===== src/rtl/ui_button_event_decoder.sv =====
// Button event decoder: turns a debounced active-low button level into one-cycle
// press / click / double-click / long-press / auto-repeat events.
module ui_button_event_decoder #(
  parameter int unsigned LONG_CYCLES   = 25_000_000,
  parameter int unsigned REPEAT_CYCLES = 5_000_000,
  parameter int unsigned GAP_CYCLES    = 12_500_000
) (
  input  logic clock_50Mhz,
  input  logic reset_n,
  input  logic buttonWire_n,
  input  logic enable,
  output logic pressPulse,
  output logic clickPulse,
  output logic doubleClickPulse,
  output logic longPressPulse,
  output logic repeatPulse,
  output logic heldLevel
);

  localparam int unsigned MaxLR = (LONG_CYCLES > REPEAT_CYCLES) ? LONG_CYCLES : REPEAT_CYCLES;
  localparam int unsigned MaxCycles = (MaxLR > GAP_CYCLES) ? MaxLR : GAP_CYCLES;
  localparam int unsigned CntW = $clog2(MaxCycles);

  localparam logic [CntW-1:0] LongLast   = CntW'(LONG_CYCLES - 1);
  localparam logic [CntW-1:0] RepeatLast = CntW'(REPEAT_CYCLES - 1);
  localparam logic [CntW-1:0] GapLast    = CntW'(GAP_CYCLES - 1);

  typedef enum logic [2:0] {
    StIdle,
    StPressed,
    StLongHeld,
    StWaitGap,
    StSecondHeld
  } state_e;

  state_e          state_q, state_d;
  logic [CntW-1:0] cnt_q, cnt_d;
  logic            btn_q, btn_prev;
  logic            press_edge, release_edge;
  logic            press_d, click_d, dbl_d, long_d, repeat_d, held_d;

  assign press_edge   = btn_prev & ~btn_q;
  assign release_edge = ~btn_prev & btn_q;

  // Input stage resets to "pressed" so a button held through reset never yields a press.
  always_ff @(posedge clock_50Mhz or negedge reset_n) begin
    if (!reset_n) begin
      btn_q            <= 1'b0;
      btn_prev         <= 1'b0;
      state_q          <= StIdle;
      cnt_q            <= '0;
      pressPulse       <= 1'b0;
      clickPulse       <= 1'b0;
      doubleClickPulse <= 1'b0;
      longPressPulse   <= 1'b0;
      repeatPulse      <= 1'b0;
      heldLevel        <= 1'b0;
    end else begin
      btn_q            <= buttonWire_n;
      btn_prev         <= btn_q;
      state_q          <= state_d;
      cnt_q            <= cnt_d;
      pressPulse       <= press_d;
      clickPulse       <= click_d;
      doubleClickPulse <= dbl_d;
      longPressPulse   <= long_d;
      repeatPulse      <= repeat_d;
      heldLevel        <= held_d;
    end
  end

  // Release beats the long terminal count; press beats the gap terminal count.
  always_comb begin
    state_d = state_q;
    cnt_d   = '0;
    if (enable) begin
      unique case (state_q)
        StIdle: begin
          if (press_edge) state_d = StPressed;
        end
        StPressed: begin
          if (release_edge)           state_d = StWaitGap;
          else if (cnt_q == LongLast) state_d = StLongHeld;
          else                        cnt_d   = cnt_q + 1'b1;
        end
        StLongHeld: begin
          if (release_edge)              state_d = StIdle;
          else if (cnt_q != RepeatLast)  cnt_d   = cnt_q + 1'b1;
        end
        StWaitGap: begin
          if (press_edge)            state_d = StSecondHeld;
          else if (cnt_q == GapLast) state_d = StIdle;
          else                       cnt_d   = cnt_q + 1'b1;
        end
        StSecondHeld: begin
          if (release_edge) state_d = StIdle;
        end
        default: state_d = StIdle;
      endcase
    end else begin
      state_d = StIdle;
    end
  end

  always_comb begin
    press_d  = 1'b0;
    click_d  = 1'b0;
    dbl_d    = 1'b0;
    long_d   = 1'b0;
    repeat_d = 1'b0;
    held_d   = (state_d == StPressed) || (state_d == StLongHeld) || (state_d == StSecondHeld);
    if (enable) begin
      unique case (state_q)
        StIdle:     press_d  = press_edge;
        StPressed:  long_d   = ~release_edge && (cnt_q == LongLast);
        StLongHeld: repeat_d = ~release_edge && (cnt_q == RepeatLast);
        StWaitGap: begin
          press_d = press_edge;
          dbl_d   = press_edge;
          click_d = ~press_edge && (cnt_q == GapLast);
        end
        default: ;
      endcase
    end
  end

endmodule


===== config.mk =====
export PLATFORM = sky130hd
export DESIGN_NAME = ui_button_event_decoder
export DESIGN_NICKNAME = d
export VERILOG_FILES = /design/src/rtl/ui_button_event_decoder.sv
export SDC_FILE = /design/constraint.sdc
export NUM_CORES = 1
export LEC_CHECK = 0
export CORE_UTILIZATION = 53
export CTS_CLUSTER_DIAMETER = 50
export CTS_CLUSTER_SIZE = 12
export DETAILED_ROUTE_END_ITERATION = 6
export PLACE_DENSITY = 0.8
export SYNTH_ARGS = -nofsm -noshare
export SYNTH_HDL_FRONTEND = slang
export SYNTH_SLANG_ARGS = --single-unit

===== constraint.sdc =====
create_clock -name clock_50Mhz -period 2.2 [get_ports clock_50Mhz]
set_clock_uncertainty 0.05 [all_clocks]
set_input_delay 0.33 -clock clock_50Mhz [delete_from_list [all_inputs] [get_ports clock_50Mhz]]
set_output_delay 0.33 -clock clock_50Mhz [all_outputs]
set_load 0.1 [all_outputs]

==> results.toml <==
[status]
run_status = "finished, final reports clean"

[sta]
period_minus_slack_ns = 2.17
slew_violations = 0
worstMarginPinSlew_ns = 0.659
slew_headroom_pct = 55.0
hold_violations = 0
timing.setup.tns_ns = 0
grt_setup_unrepaired = "true"
fmax_ghz = 0.461
setup_violations = 0
fin_crit_sh_pct = 98.6

[worst_setup_path]
path_class = "flop to flop"
worstPathArrival_ns = 2.28
cp_max_fo = 25
r2r_slack_ns = 0.03
critPathLaunchType = "flop"
end_kind = "flop"
worst_ep_required_time_ns = 2.31
r2r_start = "cnt_q[20]$_DFF_PN0_"
rr_endpoint = "cnt_q[1]$_DFF_PN0_"
reg2reg_depth = 6

[routing]
drc_errors = 0
wire_per_inst_um = 15.6
firstDrtPassIters = 4
routed_wl_um = 4250
viasPerCell = 6.04
antenna_left = 0
num_vias = 1648
drt_iter0_markers = 80

[final_layout]
fillers = 256
layout-drive-gt1-share_pct = 22.0
stdcell_count = 273
syn_to_final_growth_pct = 18.6
register_area_um2 = 901
multi_input_area_um2 = 985
layout.nets = 231
antennaDiodeCount = 0

[pwr]
powerDensity_mw_per_mm2 = 595
ir_worst_vdd_uv = 452
total_leakage_power_uw = 0.000958

[yosys]
synth.cell_area_mm2 = 0.00195
synth_cell_types = 44
ys_seq_area_share_pct = 46.2
synth_cells = 197
postSynthAreaPerCell_um2 = 9.91
ys_warn_count = 0
syn-num-nets = 202
synth.ff_latch_count = 36

[grt]
grt_pass1_vias = 1635
grt_overflow = 0
grt_max_degree = 37
grt_pass1_wl_um = 7380
grt_usage_pct = 24.0
antenna_found_initial = 0

[clocking]
clock-sinks = 36
insertion_delay_ns = 0.29
cts.reportedPaths.clkPinSlew_ns = 0.07
clockBufferDepth = 2
cts_hold_buf = 0
h-tree-depth = 2
cts_tree = "built"
cts_buffers = 5
cts_setup_buffers = 0
post_cts_resized = 1
cts_root_buf = "clkbuf_8"

[placement]
dp_hpwl_um = 2960
port_buffers = 9
numPlacedInstances = 265
gp_congestion = 0.886

[floorplanning]
dieHeight_um = 62.7
core-area_mm2 = 0.00344
dieWidth_um = 62.7
ios = 10
rows = 21
die-area_mm2 = 0.00393
start_util_pct = 56.7

[hold_path]
hold_class = "input pin to asynchronous set/reset pin"

[run]
drv_cap = 0
## metrics by stage
step	hold slack [ns]	setup slack (ns)	power, uW	area [um^2]	utilization (%)
final	0.405	0.0301	1380	2310	67.2
after global routing	0.428	-0.0697	1430	2310	67.2
after CTS	0.414	0.0219	1390	2300	66.8
after detailed placement	0.493	-0.146	820	2190	63.5
after global placement	0.470	0.0135	814	2190	63.5
after floorplan	-0.0156	0.0198	775	1950	-
## cells by family after synthesis
group / Yosys count / share of synthesized area [%]
xor gates and xnor gates: 23 / 10.3
DFF: 36 / 46.2
adders and majority gates: 1 / 0.641
buffers and inverters: 11 / 4.04
and+or+nand+nor: 86 / 25.6
AOI/OAI and AO/OA: 40 / 13.2
## synth_stat cells
cell type  number  area share, %
or2b_2          1           0.45
a21oi_1        23            5.9
nor3_1          7            1.8
a221oi_1        1           0.45
and2b_2         2           0.90
a2111oi_0       1           0.45
a22oi_4         1            1.1
and4_4          2            1.2
and2_1          2           0.64
or4_2           1           0.45
a21oi_2         1           0.45
xor2_1         13            5.8
nor4_1          4            1.3
a2bb2oi_1       1           0.45
a21boi_0        2           0.77
clkbuf_1        3           0.58
a211oi_1        1           0.38
o31ai_1         1           0.38
nor2b_1         2           0.64
and3_1          6            1.9
nand4_1         8            2.6
nor4b_1         1           0.45
nor2_1         11            2.1
o22ai_1         1           0.32
a21o_1          1           0.38
inv_1           3           0.58
xnor2_1        10            4.5
nand4_2         1           0.64
and4_1          2           0.90
or2_2           1           0.32
nor4bb_1        2            1.0
dfrtp_1        36             46
or4_4           1           0.58
o41ai_1         1           0.45
or4_1           1           0.38
nand3_1        12            3.1
and3_2          1           0.38
nand2_1        14            2.7
o21ai_0         3           0.77
ha_1            1           0.64
buf_6           5            2.9
a31o_2          1           0.45
nand2b_1        4            1.3
a32o_1          1           0.51
## layer usage
metal	wire (um)	vias up	track usage (%)
met5	0	-	0
met4	51	0	7.85
met3	226	7	6.20
met2	2210	64	39.3
met1	1770	800	30.8
li1	-	777	-
## worst max path at each step
stage / from / slack, ns / to / cells after the start
3_3_place_gp: enable / 0.01 / cnt_q[1]$_DFF_PN0_ / 6
3_5_place_dp: enable / -0.15 / cnt_q[24]$_DFF_PN0_ / 6
4_1_cts: cnt_q[0]$_DFF_PN0_ / 0.02 / cnt_q[1]$_DFF_PN0_ / 8
6_report: cnt_q[20]$_DFF_PN0_ / 0.03 / cnt_q[1]$_DFF_PN0_ / 6
2_1_floorplan: cnt_q[0]$_DFF_PN0_ / 0.02 / cnt_q[10]$_DFF_PN0_ / 7
5_1_grt: cnt_q[20]$_DFF_PN0_ / -0.07 / cnt_q[24]$_DFF_PN0_ / 6
## critical path, stage by stage, from the launching register on
cell	delay, ns
dfrtp_1	0.41
and4_4	0.28
nand4_2	0.17
or4_4	0.61
a22oi_4	0.23
buf_12	0.18
a21boi_0	0.10
## cell type report
| cell class | instances | area share [%] |
|---|---|---|
| Clock buffer | 5 | 2.97 |
| Tap cell | 46 | 2.49 |
| Timing Repair Buffer | 30 | 10.8 |
| Inverter | 3 | 0.486 |
| Sequential cell | 36 | 38.9 |
| Multi-Input combinational cell | 150 | 42.5 |
| Clock inverter | 3 | 1.84 |
## sequential cells by signal, indices dropped and copies added, names as in the netlist
signal / flops
state_q: 3
btn_prev: 1
doubleClickPulse: 1
cnt_q: 25
longPressPulse: 1
pressPulse: 1
heldLevel: 1
repeatPulse: 1
clickPulse: 1
btn_q: 1
## power breakdown
part / internal, uW / switching, uW / total [uW]
clock: 335 / 235 / 570
combinational: 41.7 / 80.0 / 122
sequential: 672 / 14.2 / 686
total: 1050 / 329 / 1380
## cell usage in the layout, fill, tap and decap left out, types with 3 or more instances in the layout
master,n
nand2_1,14
nand3_1,12
xnor2_1,10
clkbuf_8,5
nand2b_1,4
nor2_1,11
dfrtp_1,36
clkdlybuf4s50_1,3
buf_4,25
a21oi_1,23
nor3_1,6
nand4_1,8
xor2_1,13
o21ai_0,3
and3_1,6
inv_1,3
nor4_1,4
Note: power is estimated with default switching activity, not from simulation.
